[src/rtl/dmem_dump_reader_if.sv]
`timescale 1ns/1ps
// -----------------------------------------------------------------------------
// dmem_dump_reader_if
//
// Bundles the two buses of the data-memory dump reader:
//   - data-memory read port : o_Addr, o_Re, o_We, o_size_control (to memory),
//                             i_Data (from memory)
//   - byte stream to the debug UART transmitter : o_tx_data, o_tx_valid
//                             (to transmitter), i_tx_ready (from transmitter)
// Signal names keep the memory/transmitter naming so that the reader side
// (master) reads exactly like the port list it replaces.
//
// Modports:
//   master : the dump reader (drives address, strobes and byte stream)
//   slave  : memory + transmitter side (drives read data and ready)
// -----------------------------------------------------------------------------
interface dmem_dump_reader_if #(
    parameter int ADDR_LENGTH = 32,
    parameter int DATA_LENGTH = 32
);
    logic [ADDR_LENGTH-1:0] o_Addr;
    logic                   o_Re;
    logic                   o_We;
    logic [4:0]             o_size_control;
    logic [DATA_LENGTH-1:0] i_Data;
    logic [7:0]             o_tx_data;
    logic                   o_tx_valid;
    logic                   i_tx_ready;

    modport master (
        output o_Addr, o_Re, o_We, o_size_control, o_tx_data, o_tx_valid,
        input  i_Data, i_tx_ready
    );

    modport slave (
        input  o_Addr, o_Re, o_We, o_size_control, o_tx_data, o_tx_valid,
        output i_Data, i_tx_ready
    );
endinterface

[src/rtl/dmem_dump_reader.sv]
`timescale 1ns/1ps
// -----------------------------------------------------------------------------
// dmem_dump_reader
//
// Debug-side reader for the data memory. On a start pulse it walks every
// data-memory word in ascending address order, issuing full-word unsigned
// loads, captures each word and streams it MSB-first as bytes over a
// valid/ready interface to the debug UART transmitter.
//
// Ports:
//   i_clk    : clock, all state changes on the rising edge
//   i_rst    : asynchronous active-low reset
//   i_start  : start request, only honoured in IDLE
//   bus      : dmem_dump_reader_if.master (memory read port + tx byte stream)
//   o_busy   : high in every state except IDLE
//   o_done   : one-cycle pulse after the last byte has been accepted
//
// Per word: REQ (address presented), CAPT (address held, data latched at the
// end of the cycle), then one SEND cycle per byte handshake. Holding the
// address for two cycles lets both combinational and clocked-read memories
// deliver valid data at the CAPT edge.
// -----------------------------------------------------------------------------
module dmem_dump_reader #(
    parameter int         MEM_SIZE       = 5,
    parameter int         ADDR_LENGTH    = 32,
    parameter int         DATA_LENGTH    = 32,
    parameter int         ADDR_STRIDE    = 1,
    parameter logic [4:0] SIZE_WORD_LOAD = 5'b11000
) (
    input  logic                  i_clk,
    input  logic                  i_rst,
    input  logic                  i_start,
    dmem_dump_reader_if.master    bus,
    output logic                  o_busy,
    output logic                  o_done
);

    localparam int N_WORDS = 2 ** MEM_SIZE;
    localparam int BYTES   = DATA_LENGTH / 8;
    localparam int BCNT_W  = $clog2(BYTES) + 1;

    localparam logic [MEM_SIZE:0] LAST_INDEX = (MEM_SIZE + 1)'(N_WORDS - 1);
    localparam logic [BCNT_W-1:0] LAST_BYTE  = BCNT_W'(BYTES - 1);

    typedef enum logic [2:0] {
        IDLE,
        REQ,
        CAPT,
        SEND,
        DONE
    } state_t;

    state_t                 state;
    state_t                 state_next;

    // One extra bit so the index never wraps inside a dump.
    logic [MEM_SIZE:0]      index;
    logic [BCNT_W-1:0]      byte_cnt;
    logic [DATA_LENGTH-1:0] shreg;

    // Datapath strobes decoded by the FSM.
    logic                   idx_clr;
    logic                   idx_inc;
    logic                   load_word;
    logic                   shift_byte;

    logic [ADDR_LENGTH-1:0] word_addr;

    assign word_addr = ADDR_LENGTH'(index) * ADDR_LENGTH'(ADDR_STRIDE);

    // -------------------------------------------------------------------------
    // State and datapath registers
    // -------------------------------------------------------------------------
    // NOTE: sequential state uses non-blocking assignments so every register
    // samples the pre-edge values, independent of statement order.
    // NOTE: the shift register is a plain register, not a memory array, so it
    // is reset; that keeps the byte output at a known 0 after reset.
    always_ff @(posedge i_clk or negedge i_rst) begin
        if (!i_rst) begin
            state    <= IDLE;
            index    <= '0;
            byte_cnt <= '0;
            shreg    <= '0;
        end else begin
            state <= state_next;

            if (idx_clr) begin
                index <= '0;
            end else if (idx_inc) begin
                index <= index + 1'b1;
            end

            if (load_word) begin
                shreg    <= bus.i_Data;
                byte_cnt <= '0;
            end else if (shift_byte) begin
                shreg    <= shreg << 8;
                byte_cnt <= byte_cnt + 1'b1;
            end
        end
    end

    // -------------------------------------------------------------------------
    // Next-state and output decode
    // -------------------------------------------------------------------------
    // NOTE: every signal written here is given a default first, so no path
    // through the case leaves a value unassigned and no latch is inferred.
    always_comb begin
        state_next         = state;
        idx_clr            = 1'b0;
        idx_inc            = 1'b0;
        load_word          = 1'b0;
        shift_byte         = 1'b0;

        bus.o_Addr         = '0;
        bus.o_Re           = 1'b0;
        bus.o_We           = 1'b0;
        bus.o_size_control = '0;
        bus.o_tx_data      = '0;
        bus.o_tx_valid     = 1'b0;
        o_busy             = 1'b1;
        o_done             = 1'b0;

        unique case (state)
            IDLE: begin
                o_busy = 1'b0;
                if (i_start) begin
                    idx_clr    = 1'b1;
                    state_next = REQ;
                end
            end

            REQ: begin
                bus.o_Re           = 1'b1;
                bus.o_Addr         = word_addr;
                bus.o_size_control = SIZE_WORD_LOAD;
                state_next         = CAPT;
            end

            CAPT: begin
                // Address held a second cycle; data is taken at this edge.
                bus.o_Re           = 1'b1;
                bus.o_Addr         = word_addr;
                bus.o_size_control = SIZE_WORD_LOAD;
                load_word          = 1'b1;
                state_next         = SEND;
            end

            SEND: begin
                bus.o_tx_valid = 1'b1;
                bus.o_tx_data  = shreg[DATA_LENGTH-1 -: 8];
                if (bus.i_tx_ready) begin
                    shift_byte = 1'b1;
                    if (byte_cnt == LAST_BYTE) begin
                        if (index == LAST_INDEX) begin
                            state_next = DONE;
                        end else begin
                            idx_inc    = 1'b1;
                            state_next = REQ;
                        end
                    end
                end
            end

            DONE: begin
                // A start arriving here is dropped: DONE always returns to IDLE.
                o_done     = 1'b1;
                state_next = IDLE;
            end

            default: begin
                state_next = IDLE;
            end
        endcase
    end

endmodule

[src/flat_wrapper.sv]
// flat-port wrapper written by rule: the top's interface ports become plain ports
module dmem_dump_reader_flat 
#(
    parameter int         MEM_SIZE       = 5,
    parameter int         ADDR_LENGTH    = 32,
    parameter int         DATA_LENGTH    = 32,
    parameter int         ADDR_STRIDE    = 1,
    parameter logic [4:0] SIZE_WORD_LOAD = 5'b11000
)
  (i_clk, i_rst, i_start, o_busy, o_done, bus_o_Addr, bus_o_Re, bus_o_We, bus_o_size_control, bus_o_tx_data, bus_o_tx_valid, bus_i_Data, bus_i_tx_ready);
  dmem_dump_reader_if #(.ADDR_LENGTH(ADDR_LENGTH), .DATA_LENGTH(DATA_LENGTH)) bus_i ();
  input  logic i_clk;
  input  logic i_rst;
  input  logic i_start;
  output logic o_busy;
  output logic o_done;
  output wire logic [$bits(bus_i.o_Addr)-1:0] bus_o_Addr;
  output wire logic [$bits(bus_i.o_Re)-1:0] bus_o_Re;
  output wire logic [$bits(bus_i.o_We)-1:0] bus_o_We;
  output wire logic [$bits(bus_i.o_size_control)-1:0] bus_o_size_control;
  output wire logic [$bits(bus_i.o_tx_data)-1:0] bus_o_tx_data;
  output wire logic [$bits(bus_i.o_tx_valid)-1:0] bus_o_tx_valid;
  input wire logic [$bits(bus_i.i_Data)-1:0] bus_i_Data;
  input wire logic [$bits(bus_i.i_tx_ready)-1:0] bus_i_tx_ready;
  assign bus_o_Addr = bus_i.o_Addr;
  assign bus_o_Re = bus_i.o_Re;
  assign bus_o_We = bus_i.o_We;
  assign bus_o_size_control = bus_i.o_size_control;
  assign bus_o_tx_data = bus_i.o_tx_data;
  assign bus_o_tx_valid = bus_i.o_tx_valid;
  assign bus_i.i_Data = bus_i_Data;
  assign bus_i.i_tx_ready = bus_i_tx_ready;
  dmem_dump_reader #(.MEM_SIZE(MEM_SIZE), .ADDR_LENGTH(ADDR_LENGTH), .DATA_LENGTH(DATA_LENGTH), .ADDR_STRIDE(ADDR_STRIDE), .SIZE_WORD_LOAD(SIZE_WORD_LOAD)) u_core (.i_clk(i_clk), .i_rst(i_rst), .i_start(i_start), .bus(bus_i), .o_busy(o_busy), .o_done(o_done));
endmodule
[config.mk]
export PLATFORM = sky130hd
export DESIGN_NAME = dmem_dump_reader_flat
export DESIGN_NICKNAME = d
export VERILOG_FILES = /design/src/rtl/dmem_dump_reader_if.sv /design/src/rtl/dmem_dump_reader.sv /design/src/flat_wrapper.sv
export SDC_FILE = /design/constraint.sdc
export NUM_CORES = 1
export LEC_CHECK = 0
export CORE_MARGIN = 2
export CORE_UTILIZATION = 47
export CTS_BUF_LIST = sky130_fd_sc_hd__clkbuf_2
export DETAILED_ROUTE_END_ITERATION = 6
export PLACE_DENSITY_LB_ADDON = 0.2
export SLEW_MARGIN = 20
export SYNTH_ARGS = -nofsm -noshare
export SYNTH_HDL_FRONTEND = slang
export SYNTH_SLANG_ARGS = --single-unit
export TNS_END_PERCENT = 20
[constraint.sdc]
create_clock -name i_clk -period 1.5 [get_ports i_clk]
set_input_delay 0.15 -clock i_clk [delete_from_list [all_inputs] [get_ports i_clk]]
set_output_delay 0.15 -clock i_clk [all_outputs]
set_load 0.1 [all_outputs]
==> metrics.md, run 1 <==
| Metric | Value |
|---|---|
| Cts bufs inserted | `5` |
| Slew Limit Fails | `0` |
| Top-area cell type share of the netlist area | `44.5%` |
| Vias in the first global route | `1,788` |
| P_sw | `0.00406 W` |
| Failing checks | `setup timing` |
| Worst clock skew | `approximately 0.026 ns` |
| CP max stage cell | `dfrtp_2` |
| Largest stage delay, worst path | `between 0.4 and 0.5 ns` |
| Final period util | `121%` |
| Synthesized flop and latch total | `44` |
| CP Capture Type | `output pin` |
| Average size of a mapped cell | `9.78 um^2` |
| Sink Count | `44` |
| H-tree level count | `2` |
| Outcome | `finished, violations left` |
| Max-Cap Viols | `0` |
| Cells after Synth | `253` |
| Top post-synthesis cells by count | `dfrtp_1 (44), buf_4 (33), mux2i_1 (27), nor2_1 (27), a21oi_1 (24)` |
| Share of cells above drive strength 1 | `about 28%` |
| Area contributors post-synth | `dfrtp_1 (44%), mux2i_1 (11%), buf_4 (10%)` |
| Final setup viols | `20` |
| GP Congestion | `between 0.7 and 0.8` |
| Global-route congestion overflow total | `0` |
| Hold Path Class | `in2async` |
| Total detailed-routing wirelength | `5.07 mm` |
| Crit path max-delay family | `flip-flops` |
| Req. time, crit path | `around 1.4 ns` |
| WS Path Type | `reg2out` |
| Port bufs | `55` |
| DR vias | `~1,900` |
| Final-stage net count | `362` |
| ANT cells | `0` |
| Combinational share of power | `68.9%` |
| Buf+Inv Stages, Crit Path | `1` |
| Worst reg2reg startpoint | `u_core.state[0]$_DFFE_PN0P_` |
| Tmin final | `1.82 ns` |
| FMAX | `around 550 MHz` |
| Async S/R FF share, synth | `100%` |
| DR vias/cell | `just under 5` |
| Count leader, synth | `dfrtp_1` |
| Core Box Area | `5110 um^2` |
| Switching part of the total | `50.5%` |
| Top FF cell, synth | `dfrtp_1` |
| Synth area leader | `dfrtp_1` |
| Mapped cell area | `2470 um^2` |
| Syn. warnings | `0` |
| Height of the die | `76.6 um` |
| Initial Utilization | `approximately 48%` |
| Pre-CTS setup slack | `-0.0761 ns` |
| Worst skew pair latency | `around 0.40 ns` |
| Hold Vio Cnt, Final | `0` |
| Worst-path clk slew | `~0.22 ns` |
| Initial DRC count | `71` |
| Post-DP HPWL | `3.77 mm` |
| IO Count | `86` |
| Crit path from | `u_core.state[0]$_DFFE_PN0P_` |
| FILL cells | `408` |
| CTS tree | `built` |
| Arrival time at the worst endpoint | `~1.7 ns` |
| Clock power frac | `~6.0%` |
| Largest net degree at the start of global routing | `44` |
| Die X | `76.6 um` |
| First-pass GRT wire length | `8.47 mm` |
| Maximum fanout along the worst path | `8` |
| Pwr dens | `2300 nW/um^2` |
| Pre-Repair DR Iteration Count | `4` |
| Cell Rows | `26` |
| VDD IR max | `1.43 mV` |
| Design area | `3490 um^2` |
| Root Buffer | `clkbuf_2` |
| Total GRT Usage | `18.0%` |
| Synth cell types | `37` |
| Post-synth EDFFs | `0` |
| RSZ-0062 raised after global routing | `yes` |
| Residual DRC | `0` |
| Clock buffer depth | `2` |
| CP cell instances | `nand2b_4 > a21oi_4 > and2_4 > buf_12` |
| Seq/Total Area, Yosys | `44.5%` |
| Reg power frac | `around a quarter` |
| Antenna violations before repair | `0` |
| Static leakage | `1.55 nW` |
| Worst Setup Slack, final | `-0.316 ns` |
| Worst Setup Start Kind | `flop` |
| DIE AREA | `between 5000 and 6000 um^2` |
| Cell-internal power | `0.00398 W` |
| Antenna viol nets, final | `0` |
| WL/cell | `~13 um` |
| Post-DP Area | `3360 um^2` |
| Area Growth Syn to Fin | `41.1%` |
-- cells by family after synthesis --
family,synth area share (%)
AND/OR/NAND/NOR,16.7
buffers and inverters,14.3
AO/OA/AOI/OAI,11.9
flip-flops,44.5
multiplexers,10.9
adder cells (fa/ha/maj),1.52
other,0.152
-- worst register-to-register path, cell delays in order, from the launching register on --
cell	delay (ns)
dfrtp_2	0.48
or3b_2	0.53
buf_6	0.18
nand3_1	0.08
o21ai_0	0.09
-- layout by cell type, fill, tap and decap left out, types with 2 or more instances in the layout --
cell type,netlist,final
mux2i_1,27,27
nand2b_4,0,2
dfrtp_1,44,42
conb_1,1,30
dfrtp_2,0,2
nor4_2,0,2
buf_12,0,24
inv_1,4,3
nand4b_1,2,2
nand3_1,4,3
nand2_1,18,17
clkdlybuf4s50_1,0,34
ha_2,0,2
o2bb2ai_1,8,8
a31oi_1,2,2
nor2_2,0,2
buf_6,4,2
buf_4,33,19
clkbuf_2,0,5
o21ai_0,3,3
a21oi_1,24,24
and2_4,0,15
nor2_1,27,25
-- final cells by class --
class,count,area (um^2),share of cell area [%]
Sequential cell,44,1100,31.6
Multi-Input combinational cell,187,1250,35.7
Tap cell,70,87.6,2.51
Clock inverter,2,12.5,0.358
Clock buffer,5,25.0,0.717
Timing Repair Buffer,81,1000,28.7
Inverter,4,15.0,0.430
-- per-layer routing --
metal	up-vias	share of wire [%]	wire length (um)	track usage [%]
li1	956	-	-	-
met5	-	0	0	0
met2	64	48	2440	28.5
met1	882	46	2320	24.3
met4	0	1.2	63	6.18
met3	4	4.8	245	4.03
-- power groups by stage --
stage	Combinational, W	Sequential, W	Clock [W]
after CTS	0.00552	0.00201	0.000495
after detailed placement	0.00544	0.00204	0
after global placement	0.00536	0.00200	0
final	0.00554	0.00202	0.000478
after global routing	0.00584	0.00208	0.000548
after floorplan	0.00393	0.00191	0
-- final timing paths --
check,end,slack [ns],depth (start not counted)
min in group i_clk,u_core.shreg[2]$_DFFE_PN0P_,0.26,2
setup / recovery,bus_o_Addr[5],-0.32,4
max in group asynchronous,u_core.shreg[25]$_DFFE_PN0P_,0.91,3
setup reg to reg,u_core.byte_cnt[0]$_DFFE_PN0P_,0.05,4
hold / removal,u_core.shreg[6]$_DFFE_PN0P_,0.12,2
hold reg to reg,u_core.byte_cnt[0]$_DFFE_PN0P_,0.53,1
-- registers in the layout, summed over array words and instances, names as in the netlist --
signal / flops
u_core.shreg: 32
u_core.index: 6
u_core.state: 3
u_core.byte_cnt: 3
-- timing repair --
| item | CTS | global route |
|---|---|---|
| gates resized for setup | 8 | 10 |
| setup buffers | 2 | 1 |
| pin swaps | 13 | 4 |
| hold buffers | 1 | 0 |
| setup endpoints to repair | 26 | 44 |
| hold endpoints to repair | 44 | 0 |
| gates cloned | 0 | 0 |
-- per-stage QoR --
step	TNS (ns)	utilization, %	total power, W	hold WS [ns]	instances
CTS	-5.91	67.5	0.00802	0.117	392
detailed placement	-0.870	65.7	0.00747	0.0563	382
global route	-7.76	68.3	0.00847	0.112	393
floorplan	-7.21	-	0.00583	-0.146	282
finish	-5.40	68.3	0.00803	0.124	393
global placement	-0.295	65.7	0.00736	0.0512	382
No activity file was read; power rests on OpenSTA's default activity.
==> run 2: changes to the inputs <==
- CORE_MARGIN: 2 -> default
==> metrics.md, run 2 (synthesis gave the netlist of run 1 again) <==
| Metric | Value |
|---|---|
| Uppermost routed layer | `met4` |
| Worst Setup Slack, final | `-0.358 ns` |
| IO Count | `86` |
| Antenna violations before repair | `0` |
| Outcome | `finished, violations left` |
| Max reg flops | `32` |
| Most common cell after layout, fill and taps aside | `dfrtp_1` |
| Global-route congestion overflow total | `0` |
| Reg power frac | `24.4%` |
| Cell count of the worst reg-to-reg path | `6` |
| Initial DRC count | `130` |
| WS Path Type | `reg2out` |
| Antenna viol nets, final | `0` |
| DR vias | `1,912` |
| Tmin final | `1.86 ns` |
| CP Capture Type | `output pin` |
| Share of cells above drive strength 1 | `28.0%` |
| Static leakage | `1.58 nW` |
| H-tree level count | `2` |
| Multi-input logic area | `1240 um^2` |
| Arrival time at the worst endpoint | `around 1.7 ns` |
| Port bufs | `55` |
| Height of the die | `74.6 um` |
| Area Growth Syn to Fin | `43.5%` |
| First-pass GRT wire length | `8.40 mm` |
| Pwr dens | `between 2000 and 2500 nW/um^2` |
| Final setup viols | `24` |
| M1 wire length | `2.32 mm` |
| Req. time, crit path | `around 1.4 ns` |
| RSZ-0062 raised after global routing | `yes` |
| Final period util | `124%` |
| Worst skew pair latency | `approximately 0.41 ns` |
| DIE AREA | `5560 um^2` |
| Failing checks | `setup timing` |
| FILL cells | `between 300 and 400` |
| Clock buffer depth | `2` |
| Largest net degree at the start of global routing | `49` |
| Cell-internal power | `0.00415 W` |
| P_sw | `0.00413 W` |
| Met2 WL post-DR | `2.61 mm` |
| Combinational share of power | `between 60% and 70%` |
| Crit path from | `u_core.state[1]$_DFFE_PN0P_` |
| DR vias/cell | `4.80` |
| Post-DP HPWL | `3.75 mm` |
| ANT cells | `0` |
| Clock power frac | `5.7%` |
| WHS | `0.187 ns` |
| Hold Path Class | `in2async` |
| Minimum setup slack among reg-to-reg paths | `-0.02 ns` |
| Reg2reg end | `u_core.shreg[24]$_DFFE_PN0P_` |
| Max-Cap Viols | `0` |
| Hold Vio Cnt, Final | `0` |
| Die X | `74.6 um` |
| Setup crit end | `o_busy` |
| Pre-Repair DR Iteration Count | `4` |
| DR WL met3 | `234 um` |
| Vias in the first global route | `1,764` |
| Total detailed-routing wirelength | `between 5 and 6 mm` |
| Worst clock skew | `0.0199 ns` |
| Total GRT Usage | `20.2%` |
| Worst reg2reg startpoint | `u_core.state[0]$_DFFE_PN0P_` |
| Core Box Area | `5070 um^2` |
| Switching part of the total | `49.9%` |
| Register Area | `1100 um^2` |
| Root Buffer | `clkbuf_2` |
| Commonest cells after routing, fill and taps aside | `dfrtp_1 (42), clkdlybuf4s50_1 (34), conb_1 (30)` |
| Biggest register | `u_core.shreg` |
| Pre-CTS setup slack | `-0.0774 ns` |
| GP Congestion | `~0.81` |
| VDD IR max | `1.51 mV` |
| Maximum fanout along the worst path | `6` |
| Initial Utilization | `48.8%` |
| FMAX | `about 540 MHz` |
| Cts bufs inserted | `5` |
| Worst-path clk slew | `approximately 0.22 ns` |
| Residual DRC | `0` |
| Final-stage net count | `367` |
| WL/cell | `approximately 13 um` |
| Slew Limit Fails | `0` |
| Cell Rows | `26` |
| Sink Count | `44` |
| Top Registers | `u_core.shreg: 32 flops, u_core.index: 6 flops` |
| CTS tree | `built` |
| Worst Setup Start Kind | `flop` |
run 2: how the worst min path moves through the flow:
stage / to
after floorplan: u_core.byte_cnt[0]$_DFFE_PN0P_
after global placement: u_core.shreg[28]$_DFFE_PN0P_
after detailed placement: u_core.shreg[28]$_DFFE_PN0P_
after CTS: u_core.shreg[28]$_DFFE_PN0P_
after global routing: u_core.shreg[28]$_DFFE_PN0P_
final: u_core.index[4]$_DFFE_PN0P_
run 2: timing repair:
action	4_1_cts	5_1_grt
pin swaps	6	23
gates resized for setup	12	13
setup endpoints to repair	27	54
hold buffers	1	0
hold endpoints to repair	38	0
buffers inserted	6	4
run 2: worst max-delay path, cell delays in order (launching register included):
cell	delay, ns
dfrtp_2	0.49
buf_4	0.15
buf_4	0.13
or3_4	0.37
buf_12	0.17
run 2: layout make-up:
cell class              count  share of cell area, %
multi-input cells         187                   34.9
flip-flops and latches     44                   31.1
repair buffers             86                   30.0
well taps                  70                   2.47
clock buffers               5                  0.704
inverters                   4                  0.493
clock inverters             2                  0.352
run 2: layer usage:
| metal | vias to the layer above | global-route usage (%) |
|---|---|---|
| li1 | 954 | - |
| met1 | 886 | 28.9 |
| met2 | 68 | 30.6 |
| met3 | 4 | 5.01 |
| met4 | 0 | 5.24 |
| met5 | - | 0 |
run 2: through the flow:
stage / cell area (um^2) / util (%) / TNS (ns) / cells / power, W
detailed placement: 3350 / 66.0 / -1.01 / 381 / 0.00752
finish: 3550 / 70.0 / -5.95 / 398 / 0.00828
CTS: 3460 / 68.2 / -6.96 / 394 / 0.00810
global route: 3550 / 70.0 / -8.58 / 398 / 0.00875
floorplan: 2660 / - / -7.21 / 282 / 0.00583
global placement: 3350 / 66.0 / -0.378 / 381 / 0.00738
run 2: power by group through the flow:
stage | clock [W] | sequential [W] | combinational [W]
floorplan | 0 | 0.00191 | 0.00393
finish | 0.000475 | 0.00202 | 0.00579
global placement | 0 | 0.00200 | 0.00538
detailed placement | 0 | 0.00203 | 0.00549
CTS | 0.000494 | 0.00200 | 0.00560
global route | 0.000552 | 0.00207 | 0.00613
